### src/rtl/keypad_pkg.sv
// Shared types and helpers for the keypad event controller.
package keypad_pkg;

    typedef enum logic [1:0] {
        StDrive,
        StSample,
        StEval
    } scan_state_e;

    // Event word layout: key code in [kw-1:0], release flag directly above it.
    function automatic int unsigned rel_flag_pos(input int unsigned kw);
        return kw;
    endfunction

endpackage

### src/rtl/keypad_evt_fifo.sv
// Show-ahead event FIFO; a pop frees room for a same-cycle push when full.
module keypad_evt_fifo #(
    parameter int unsigned WIDTH = 5,
    parameter int unsigned DEPTH = 8,
    localparam int unsigned CntW = $clog2(DEPTH + 1)
) (
    input  logic             clk_i,
    input  logic             rst_i,
    input  logic             push_i,
    input  logic [WIDTH-1:0] data_i,
    input  logic             pop_i,
    output logic [WIDTH-1:0] data_o,
    output logic             full_o,
    output logic             empty_o,
    output logic [CntW-1:0]  count_o
);

    localparam int unsigned PtrW = (DEPTH > 1) ? $clog2(DEPTH) : 1;

    logic [WIDTH-1:0] mem_q [DEPTH];
    logic [PtrW-1:0]  wr_q, wr_d, rd_q, rd_d;
    logic [CntW-1:0]  cnt_q, cnt_d;
    logic             do_push, do_pop;

    function automatic logic [PtrW-1:0] ptr_inc(input logic [PtrW-1:0] p);
        return (p == PtrW'(DEPTH - 1)) ? '0 : p + 1'b1;
    endfunction

    assign empty_o = (cnt_q == '0);
    assign full_o  = (cnt_q == CntW'(DEPTH));
    assign count_o = cnt_q;
    assign data_o  = empty_o ? '0 : mem_q[rd_q];

    assign do_pop  = pop_i && !empty_o;
    assign do_push = push_i && (!full_o || do_pop);

    always_comb begin
        wr_d  = do_push ? ptr_inc(wr_q) : wr_q;
        rd_d  = do_pop ? ptr_inc(rd_q) : rd_q;
        cnt_d = cnt_q;
        unique case ({do_push, do_pop})
            2'b10:   cnt_d = cnt_q + 1'b1;
            2'b01:   cnt_d = cnt_q - 1'b1;
            default: cnt_d = cnt_q;
        endcase
    end

    always_ff @(posedge clk_i or posedge rst_i) begin
        if (rst_i) begin
            wr_q  <= '0;
            rd_q  <= '0;
            cnt_q <= '0;
        end else begin
            wr_q  <= wr_d;
            rd_q  <= rd_d;
            cnt_q <= cnt_d;
        end
    end

    always_ff @(posedge clk_i) begin
        if (do_push) begin
            mem_q[wr_q] <= data_i;
        end
    end

endmodule

### src/rtl/keypad_event_ctrl.sv
// Matrix keypad scanner with per-key debounce and an event FIFO.
// Define KEYPAD_RELEASE_EVT_EN to also queue key-release events.
module keypad_event_ctrl
    import keypad_pkg::*;
#(
    parameter int unsigned ROWS       = 4,
    parameter int unsigned COLS       = 4,
    parameter int unsigned SETTLE     = 16,
    parameter int unsigned DEBOUNCE   = 4,
    parameter int unsigned FIFO_DEPTH = 8,
    localparam int unsigned KW = $clog2(ROWS * COLS),
    localparam int unsigned CW = $clog2(FIFO_DEPTH + 1)
) (
    input  logic                 clk,
    input  logic                 rst,
    input  logic [COLS-1:0]      col_n,
    output logic [ROWS-1:0]      row_n,
    output logic [ROWS*COLS-1:0] key_state,
    output logic                 evt_valid,
    output logic [KW:0]          evt_data,
    input  logic                 evt_pop,
    output logic [CW-1:0]        evt_count,
    output logic                 irq,
    output logic                 overflow,
    input  logic                 ovf_clear
);

    localparam int unsigned NK     = ROWS * COLS;
    localparam int unsigned RowW   = $clog2(ROWS);
    localparam int unsigned ColW   = $clog2(COLS);
    localparam int unsigned TmrMax = (SETTLE > COLS) ? SETTLE : COLS;
    localparam int unsigned TW     = $clog2(TmrMax);
    localparam int unsigned DbW    = $clog2(DEBOUNCE + 1);
    localparam int unsigned RelPos = rel_flag_pos(KW);
`ifdef KEYPAD_RELEASE_EVT_EN
    localparam bit RelEvtEn = 1'b1;
`else
    localparam bit RelEvtEn = 1'b0;
`endif

    scan_state_e      state_q, state_d;
    logic [RowW-1:0]  row_q, row_d;
    logic [TW-1:0]    tmr_q, tmr_d;
    logic [COLS-1:0]  sync1_q, sync2_q, samp_q;
    logic [NK-1:0]    key_q, key_d;
    logic [DbW-1:0]   dbc_q [NK];
    logic [DbW-1:0]   dbc_d [NK];
    logic             ovf_q, ovf_d;

    logic [ColW-1:0]  col_idx;
    logic [KW-1:0]    key_idx;
    logic             hit, evt_gen, evt_rel, evt_push, ovf_set;
    logic [KW:0]      evt_word;
    logic             fifo_full, fifo_empty;

    // Scan FSM: state register
    always_ff @(posedge clk or posedge rst) begin
        if (rst) begin
            state_q <= StDrive;
            row_q   <= '0;
            tmr_q   <= '0;
        end else begin
            state_q <= state_d;
            row_q   <= row_d;
            tmr_q   <= tmr_d;
        end
    end

    // Scan FSM: next state; tmr_q counts settle cycles in DRIVE and columns in EVAL
    always_comb begin
        state_d = state_q;
        row_d   = row_q;
        tmr_d   = tmr_q;
        unique case (state_q)
            StDrive: begin
                if (tmr_q == TW'(SETTLE - 1)) begin
                    state_d = StSample;
                    tmr_d   = '0;
                end else begin
                    tmr_d = tmr_q + 1'b1;
                end
            end
            StSample: begin
                state_d = StEval;
                tmr_d   = '0;
            end
            StEval: begin
                if (tmr_q == TW'(COLS - 1)) begin
                    state_d = StDrive;
                    tmr_d   = '0;
                    row_d   = (row_q == RowW'(ROWS - 1)) ? '0 : row_q + 1'b1;
                end else begin
                    tmr_d = tmr_q + 1'b1;
                end
            end
            default: begin
                state_d = StDrive;
                row_d   = '0;
                tmr_d   = '0;
            end
        endcase
    end

    // Scan FSM: outputs
    always_comb begin
        row_n = '1;
        if (!rst && state_q != StEval) begin
            row_n[row_q] = 1'b0;
        end
    end

    always_comb begin
        key_d    = key_q;
        dbc_d    = dbc_q;
        evt_gen  = 1'b0;
        evt_rel  = 1'b0;
        col_idx  = tmr_q[ColW-1:0];
        key_idx  = KW'(int'(row_q) * int'(COLS) + int'(col_idx));
        hit      = ~samp_q[col_idx];
        if (state_q == StEval) begin
            if (hit != key_q[key_idx]) begin
                if (dbc_q[key_idx] == DbW'(DEBOUNCE - 1)) begin
                    key_d[key_idx] = hit;
                    dbc_d[key_idx] = '0;
                    evt_gen        = 1'b1;
                    evt_rel        = ~hit;
                end else begin
                    dbc_d[key_idx] = dbc_q[key_idx] + 1'b1;
                end
            end else begin
                dbc_d[key_idx] = '0;
            end
        end
    end

    always_comb begin
        evt_word              = '0;
        evt_word[KW-1:0]      = key_idx;
        evt_word[RelPos]      = evt_rel;
        evt_push              = evt_gen && (!evt_rel || RelEvtEn);
        // A full FIFO always has a head, so any pop makes room for this push.
        ovf_set               = evt_push && fifo_full && !evt_pop;
        ovf_d                 = ovf_set || (ovf_q && !ovf_clear);
    end

    always_ff @(posedge clk or posedge rst) begin
        if (rst) begin
            sync1_q <= '0;
            sync2_q <= '0;
            samp_q  <= '0;
            key_q   <= '0;
            ovf_q   <= 1'b0;
            for (int i = 0; i < NK; i++) begin
                dbc_q[i] <= '0;
            end
        end else begin
            sync1_q <= col_n;
            sync2_q <= sync1_q;
            if (state_q == StSample) begin
                samp_q <= sync2_q;
            end
            key_q <= key_d;
            dbc_q <= dbc_d;
            ovf_q <= ovf_d;
        end
    end

    keypad_evt_fifo #(
        .WIDTH (KW + 1),
        .DEPTH (FIFO_DEPTH)
    ) u_fifo (
        .clk_i   (clk),
        .rst_i   (rst),
        .push_i  (evt_push),
        .data_i  (evt_word),
        .pop_i   (evt_pop),
        .data_o  (evt_data),
        .full_o  (fifo_full),
        .empty_o (fifo_empty),
        .count_o (evt_count)
    );

    assign key_state = key_q;
    assign evt_valid = !fifo_empty;
    assign overflow  = ovf_q;
    assign irq       = evt_valid || ovf_q;

endmodule

### config.mk
export PLATFORM = sky130hd
export DESIGN_NAME = keypad_event_ctrl
export DESIGN_NICKNAME = d
export VERILOG_FILES = /design/src/rtl/keypad_pkg.sv /design/src/rtl/keypad_evt_fifo.sv /design/src/rtl/keypad_event_ctrl.sv
export SDC_FILE = /design/constraint.sdc
export NUM_CORES = 1
export LEC_CHECK = 0
export CAP_MARGIN = 20
export CORE_MARGIN = 4
export CORE_UTILIZATION = 50
export CTS_CLUSTER_DIAMETER = 50
export DETAILED_ROUTE_END_ITERATION = 10
export GPL_TIMING_DRIVEN = 0
export PLACE_DENSITY = 0.69
export SLEW_MARGIN = 30
export SYNTH_ARGS = -nofsm -noshare
export SYNTH_HDL_FRONTEND = slang
export SYNTH_SLANG_ARGS = --single-unit
### constraint.sdc
create_clock -name clk -period 5.25 [get_ports clk]
set_clock_uncertainty 0.2 [all_clocks]
set_input_delay 1.575 -clock clk [delete_from_list [all_inputs] [get_ports clk]]
set_output_delay 1.575 -clock clk [all_outputs]
set_load 0.02 [all_outputs]
==> impl_metrics.yaml <==
status:
  run_status: "completed"
drt:
  ant_nets: 0
  wl_per_cell_um: 18.6
  drtIter0Drc: 319
  drcViolationCount: 0
  routed_via_density: 5.85
  wl_mm: 13.4
  dr_total_vias: 4223
  first_pass_iters: 5
pwr:
  power_density_mw_per_mm2: 396
  p_leak_nw: 2.93
  power_switching_mw: 0.726
  p_clk_share_pct: 43.8
  finalPower_mw: 2.93
  intPower_mw: 2.21
  ir_worst_vdd_mv: 0.375
  power.share.switching_pct: 24.7
  pwr-share-comb_pct: 17.1
  pwr-share-seq_pct: 39.1
synth:
  synth.most_common_cell: "dfrtp_1"
  syn_nets: 528
  synth_area_leader_cell: "dfrtp_1"
  synth_common_cells: "dfrtp_1, nand2_1, o21ai_1"
  synth_top_cells_by_area: "dfrtp_1, edfxtp_1, mux4_2"
  synth_seq_area_share_pct: 58.3
  synth_xor_area_share_pct: 0.428
  synthAdderAreaFrac_pct: 3.59
  yosysWarnings: 0
  synth-edff-count: 40
  syn_area_per_cell_sq_um: 12.2
  yosys.cell_types.count: 40
  synthCells: 503
  synth_area_sq_mm: 0.00614
  synthFlopType: "dfrtp_1"
  synth_top_family_by_area: "multiplexers"
  synth_top_area_share_pct: 38.7
  synth_seq_cells: 135
  synth_mux_area_share_pct: 13.8
  synth-simple-area-share_pct: 11.1
  async_flop_share_pct: 70.4
  synth-compound-area-share_pct: 10.1
die:
  coreArea_sq_mm: 0.0120
  rows: 40
  die_x_um: 119
  io_pins: 40
  dieArea_sq_mm: 0.0141
  start_util_pct: 51.1
  die_y_um: 119
finish:
  n_fill_cell: 919
  syn_to_final_growth_pct: 20.7
  num-nets-final: 587
  final_cells: 722
  num_antenna_cells: 0
  final_layout_size_suffix_gt1_share_pct: 14.3
cts:
  h-tree-depth: 4
  cts_buffer_depth: 2
  cts_resized: 2
  cts_tree: "yes"
  path_clk_slew_ps: 60
  clkSinkCount: 135
  cts-root-buf: "clkbuf_16"
  cts_buffers: 17
  clk_latency_ps: 410
  cts_hold_buf: 0
  cts_setup_buffers: 0
critical_path:
  crit_start: "tmr_q[0]$_DFF_PP0_"
  start_kind: "register"
  cp_max_fo: 11
  r2r-end: "u_fifo.mem_q[4][2]$_DFFE_PP_"
  reg2reg_depth: 10
  end_kind: "register"
  required_ps: 5090
  timing.rr.start: "tmr_q[0]$_DFF_PP0_"
  worst-r2r-setup-slack_ps: 370
  path_class: "reg2reg"
  arrival_ps: 4720
grt:
  grt_usage_pct: 20.1
  grt_pass1_vias: 4270
  grt_max_degree: 69
  grt-ovfl-total: 0
  grt_pass1_wl_mm: 22.1
  antenna_found_initial: 0
sta:
  rsz0062_at_grt: "false"
  slew_viol_final: 0
  worst_pin_slew_ps: 880
  layout_min_cycle_time_ps: 4880
  slew-limit-headroom_pct: 41.2
  setup_viol: 0
  hold_viol: 0
  finalCritPeriodShare_pct: 93.0
  maxClockFrequency_ghz: 0.205
worst_hold_path:
  hp-start: "sync1_q[1]$_DFF_PP0_"
  hold_end: "sync2_q[1]$_DFF_PP0_"
  worstHoldPathType: "reg2reg"
  min_delay_path_depth: 0
place:
  dp_hpwl_mm: 9.23
  globalplace.congestion: 0.824
  io_buffers: 39
  placed_cells_incl_taps: 690
flow_run:
  drv_cap: 0
worst max-delay path, stage by stage, from the launching register on:
cell and delay [ps]:
dfrtp_1 570, clkbuf_2 360, clkbuf_2 420, mux4_2 570, mux4_2 470, inv_1 70
ha_1 250, nand3b_1 260, nor3_4 400, nand2b_1 170, nor3b_1 750
cells by family (layout without fill, tap and decap cells):
logic type               Yosys count  in the layout
AND/OR/NAND/NOR                  149            149
flip-flops                       135            135
AO/OA/AOI/OAI                    114            114
multiplexers                      45             45
buffers and inverters             40            112
adder cells (fa/ha/maj)           17             17
XOR/XNOR                           3              3
sequential cells by signal (all words and copies together) (netlist names):
| name | cells |
|---|---|
| u_fifo.count_o | 4 |
| tmr_q | 4 |
| u_fifo.mem_q | 40 |
| samp_q | 4 |
| overflow | 1 |
| sync1_q | 4 |
| u_fifo.rd_q | 3 |
| sync2_q | 4 |
| dbc_q | 48 |
| state_q | 2 |
| key_state | 16 |
| row_q | 2 |
| u_fifo.wr_q | 3 |
layout make-up:
| class | instances | area [sq um] | area share [%] |
|---|---|---|---|
| Tap cell | 147 | 184 | 2.48 |
| Timing Repair Buffer | 40 | 418 | 5.64 |
| Clock inverter | 9 | 133 | 1.79 |
| Buffer | 27 | 116 | 1.57 |
| Inverter | 13 | 53.8 | 0.726 |
| Clock buffer | 23 | 520 | 7.03 |
| Sequential cell | 135 | 3580 | 48.3 |
| Multi-Input combinational cell | 328 | 2400 | 32.5 |
routing by layer:
metal / up-vias / track usage, % / part of all wire [%]
met5: - / 0 / 0
met2: 122 / 33.7 / 52
met4: 0 / 6.08 / 1.3
met1: 2124 / 26.0 / 42
li1: 1960 / - / -
met3: 17 / 4.93 / 4.6
power groups by stage:
| stage | clock, mW | combinational [mW] | sequential (mW) |
|---|---|---|---|
| floorplan | 0 | 0.318 | 1.18 |
| global placement | 0 | 0.493 | 1.16 |
| detailed placement | 0 | 0.509 | 1.17 |
| CTS | 1.30 | 0.512 | 1.15 |
| global route | 1.35 | 0.546 | 1.15 |
| finish | 1.29 | 0.501 | 1.15 |
cells in the final DEF (no fill, tap or decap), types with 18 or more instances in the layout:
master	count
dfrtp_1	95
nand2_1	84
o21ai_1	50
edfxtp_1	40
clkdlybuf4s50_1	39
o21ai_0	36
mux4_2	31
clkbuf_16	19
clkbuf_1	18
nand3_1	18
through the flow:
step,hold slack [ps],util (%),TNS (ps),worst slack [ps],cell area (sq um)
detailed placement,139,56.1,-4490,-243,6740
floorplan,131,-,0,857,6140
CTS,154,61.6,0,95.7,7400
global route,156,61.7,0,85.7,7410
finish,151,61.7,0,369,7410
global placement,134,55.9,-33280,-335,6710
how the worst max path moves through the flow:
stage                                    endpoint  slack [ps]
finish               u_fifo.mem_q[4][2]$_DFFE_PP_         370
floorplan           u_fifo.count_o[3]$_DFFE_PP0P_         860
global placement            dbc_q[23]$_DFFE_PP0P_        -330
CTS                  u_fifo.mem_q[1][4]$_DFFE_PP_         100
detailed placement   u_fifo.mem_q[3][0]$_DFFE_PP_        -240
global route         u_fifo.mem_q[4][1]$_DFFE_PP_          90
Power figures use the tool's default switching activity.
==> variant 1 (same flow settings) <==
The option `KEYPAD_RELEASE_EVT_EN` is turned on by a define.
--- a/src/rtl/keypad_event_ctrl.sv
+++ b/src/rtl/keypad_event_ctrl.sv
@@ -2,2 +2,4 @@
 // Define KEYPAD_RELEASE_EVT_EN to also queue key-release events.
+`define KEYPAD_RELEASE_EVT_EN
+
 module keypad_event_ctrl
Behaviour: no difference found for any inputs over 10 cycles, from zero or initial values and one cycle with rst high; that may be too few to reach the edited logic, so the function may still have changed.
==> variant 1 against the unedited design <==
- synthesized area down 1.3%
- sequential share of layout area up 0.65 points
- combinational power down 33%
- worst setup slack better by 9.0 ps
- wire length down 5.4%
- sequential cell count unchanged
- power down 7.4%
- final area down 1.3%
- critical path type unchanged
- largest cell class unchanged
==> variant 1: results <==
group,metric,value,unit
status,status,"completed",
synth,synth_xor_area_share,0.702,%
critical_path,critPathArrivalTime,4710,ps
placed_design,placed_area,6680,um2
detailed_routing,routed_wl,12700,um
detailed_routing,drtIter0Drc,377,
placed_design,dp_slack,372,ps
detailed_routing,wl_met3,570,um
timing,max_slew.worst_pin.slew,900,ps
global_route,grtUsageTotal,19.8,%
detailed_routing,wl_per_cell,18.7,um
synth,synth_mux_area_share,14.4,%
synth,netlist_instances,465,
global_route,grt_max_degree,50,
global_route,grtUsageMet1,26.2,%
synth,ys_seq_area_share,59.1,%
placed_design,dp_hpwl,8760,um
synth,synth_fa_ha_area_share,3.10,%
finish,drive_gt1_share,17.5,%
synth,syn_nets,488,
synth,synth_compound_area_share,8.90,%
placed_design,place_inst,648,
finish,num-fill-cells,885,
detailed_routing,met1Wirelength,5550,um
power,peakVddDrop,0.223,mV
critical_path,path_max_fanout,12,
finish,nets,547,
global_route,use_met3,4.95,%
global_route,grt.met2_usage,32.1,%
cts,insertion_delay,430,ps
global_route,grt_pass1_wl,21500,um
synth,synth_area_leaders,"dfrtp_1 (39%), edfxtp_1 (20%), mux4_2 (10%), o21ai_0 (4.4%), nand2_1 (4.0%)",
cts,cts-resized-gates,0,
global_route,grt_pass1_vias,4002,
synth,synth_cell_types,51,
finish,largest_reg_flops,48,
synth,synthTopCellsByCount,"dfrtp_1 (95), nand2_1 (65), o21ai_0 (53)",
## variant 1: cell types whose count changed after synthesis, sizes merged, moves of 3 or more
cell	delta
nor2	-3
nor3b	-3
buf	+3
nand2	-18
o21ai	-33
clkbuf	-3
a31oi	+16
## variant 1: area by class of cell
type	instances	area, um2	share of cell area, %
Multi-Input combinational cell	292	2320	31.7
Buffer	27	141	1.93
Inverter	11	46.3	0.633
Clock inverter	11	134	1.83
Clock buffer	21	493	6.74
Tap cell	143	179	2.45
Sequential cell	135	3580	49.0
Timing Repair Buffer	40	418	5.72
## variant 1: worst paths after layout
kind                                      startpoint                            end  slack [ps]  cells after the start
worst max register to register    tmr_q[0]$_DFF_PP0_   u_fifo.mem_q[1][1]$_DFFE_PP_         380                     12
worst min-delay path            sync1_q[0]$_DFF_PP0_           sync2_q[0]$_DFF_PP0_         150                      0
worst max-delay path              tmr_q[0]$_DFF_PP0_   u_fifo.mem_q[1][1]$_DFFE_PP_         380                     12
worst min register to register  sync1_q[0]$_DFF_PP0_           sync2_q[0]$_DFF_PP0_         150                      0
min in group asynchronous                        rst          dbc_q[44]$_DFFE_PP0P_        1380                      2
max in group asynchronous                        rst  u_fifo.count_o[1]$_DFFE_PP0P_        2880                      3
## variant 1: worst max-delay path, cell delays in order (launching register included)
cell and delay (ps):
dfrtp_1 610, buf_6 260, buf_1 670, mux4_2 640, mux4_2 470, inv_1 70, ha_1 140, and2_1 180
and2_4 160, buf_8 110, buf_8 140, nand3_4 100, nor3_1 710
## variant 1: power breakdown
part | leakage (nW) | total [mW] | internal, mW | switching, mW
sequential | 1.58 | 1.14 | 1.11 | 0.0325
clock | 0.295 | 1.24 | 0.775 | 0.463
combinational | 1.06 | 0.336 | 0.160 | 0.176
total | 2.93 | 2.72 | 2.05 | 0.672
==> variant 2 (same settings) <==
Without the edit above. Reset style: synchronous (`rst` and `rst_i`), changed in 3 clocked blocks.
--- a/src/rtl/keypad_evt_fifo.sv
+++ b/src/rtl/keypad_evt_fifo.sv
@@ -47,3 +47,3 @@
 
-    always_ff @(posedge clk_i or posedge rst_i) begin
+    always_ff @(posedge clk_i) begin
         if (rst_i) begin
--- a/src/rtl/keypad_event_ctrl.sv
+++ b/src/rtl/keypad_event_ctrl.sv
@@ -56,3 +56,3 @@
     // Scan FSM: state register
-    always_ff @(posedge clk or posedge rst) begin
+    always_ff @(posedge clk) begin
         if (rst) begin
@@ -145,3 +145,3 @@
 
-    always_ff @(posedge clk or posedge rst) begin
+    always_ff @(posedge clk) begin
         if (rst) begin
Behaviour: same outputs for any inputs over 10 cycles, from zero or initial values and one cycle with rst high; that may be too few to reach the edited logic, so the function may still have changed.
==> variant 2 against the unedited design <==
- synthesized area grew 1.8%
- sequential cell count grew 3
- non-clock buffer count grew 15
- power shrank 8.1%
- cell count grew 11%
- combinational power shrank 14%
- clock power shrank 12%
- sequential share of layout area shrank 5.7 points
- final area grew 0.15%
- die area grew 1.6%
- critical path depth shrank 5
- hold slack gained 91 ps
- worst setup slack lost 120 ps
- wire length grew 8.0%
==> variant 2: results <==
group,metric,value,unit
status,status,"completed",
synth,synthTopCellsByCount,"dfxtp_1 (98), nor2_1 (59), mux2i_1 (53)",
power,peakVddDrop,0.240,mV
hold_path,min_path_cells,1,
finish,buffers,82,
power,p_clk,1.13,mW
placed_design,dp_hpwl,10300,um
finish,nets,644,
finish,buffer_area_share,7.94,%
detailed_routing,met1Wirelength,5920,um
global_route,grt_pass1_wl,23700,um
global_route,grtUsageMet1,24.9,%
synth,synth_flop_cell,"dfxtp_1",
timing,holdWs,242,ps
synth,async_flop_share,0,%
synth,synth_area_leaders,"dfxtp_1 (31%), edfxtp_1 (19%), mux4_2 (9.4%), mux2i_1 (8.5%), nor2_1 (3.5%)",
placed_design,gp_congestion,0.885,
global_route,grt.met2_usage,38.0,%
synth,synth_mux_area_share,18.2,%
critical_path,path_max_fanout,10,
global_route,grtUsageTotal,21.3,%
synth,synth_compound_area_share,6.71,%
power,p_int,2.00,mW
finish,num-fill-cells,1027,
synth,ys_seq_area_share,50.7,%
finish,clkbuf_count,19,
synth,synth_xor_area_share,0.421,%
global_route,grt_pass1_vias,4641,
placed_design,placed_area,6870,um2
critical_path,crit_slowest_cell,"clkdlybuf4s50_1",
detailed_routing,drtIter0Drc,382,
synth,netlist_instances,563,
synth,synth_cell_types,43,
power,power_frac_seq,42.3,%
critical_path,rr_startpoint,"tmr_q[0]$_SDFF_PP0_",
finish,final_cell_area,7420,um2
synth,synth_fa_ha_area_share,3.53,%
global_route,grt_max_degree,20,
hold_path,min_from,"sync1_q[3]$_SDFF_PP0_",
global_route,use_met3,4.15,%
finish,multi_input_area,2860,um2
detailed_routing,wl_met2,7610,um
detailed_routing,wl_per_cell,18.1,um
critical_path,critPathArrivalTime,3230,ps
timing,maxSlewHeadroom,42.6,%
critical_path,ff2ff_path_depth,17,
finish,regArea,3160,um2
detailed_routing,first_pass_iters,7,
critical_path,r2r_end,"u_fifo.count_o[3]$_SDFFE_PP0P_",
detailed_routing,wl_met3,617,um
synth,syn_nets,588,
timing,fin_crit_sh,95.2,%
critical_path,reg2reg_slack,250,ps
power,power_leakage,2.80,nW
hold_path,hold_path_end,"sync2_q[3]$_SDFF_PP0_",
finish,drive_gt1_share,13.4,%
placed_design,io_buffers,38,
detailed_routing,vias_per_cell,5.58,
critical_path,cp_slowest_stage_delay,650,ps
[variant 2: cell types whose count changed after synthesis, sizes merged, moves of 42 or more]
cell,before,now
nor2,17,59
nand2,84,32
o21ai,87,35
mux2i,6,53
dfrtp,95,0
dfxtp,0,98
[variant 2: worst max path at each step]
stage                              from                        endpoint  depth (start not counted)
floorplan           tmr_q[0]$_SDFF_PP0_  u_fifo.count_o[3]$_SDFFE_PP0P_                         18
CTS                                 rst                        row_n[0]                          5
global route        tmr_q[0]$_SDFF_PP0_  u_fifo.count_o[3]$_SDFFE_PP0P_                         17
detailed placement  tmr_q[0]$_SDFF_PP0_  u_fifo.count_o[3]$_SDFFE_PP0P_                         18
global placement    tmr_q[0]$_SDFF_PP0_    u_fifo.mem_q[2][0]$_DFFE_PP_                         11
finish                              rst                        row_n[0]                          5
[variant 2: what timing repair did]
item | CTS | global route
hold buffers | 0 | 0
gates resized for setup | 0 | 2
endpoints found under the setup margin | 21 | 1
cloned | 0 | 0
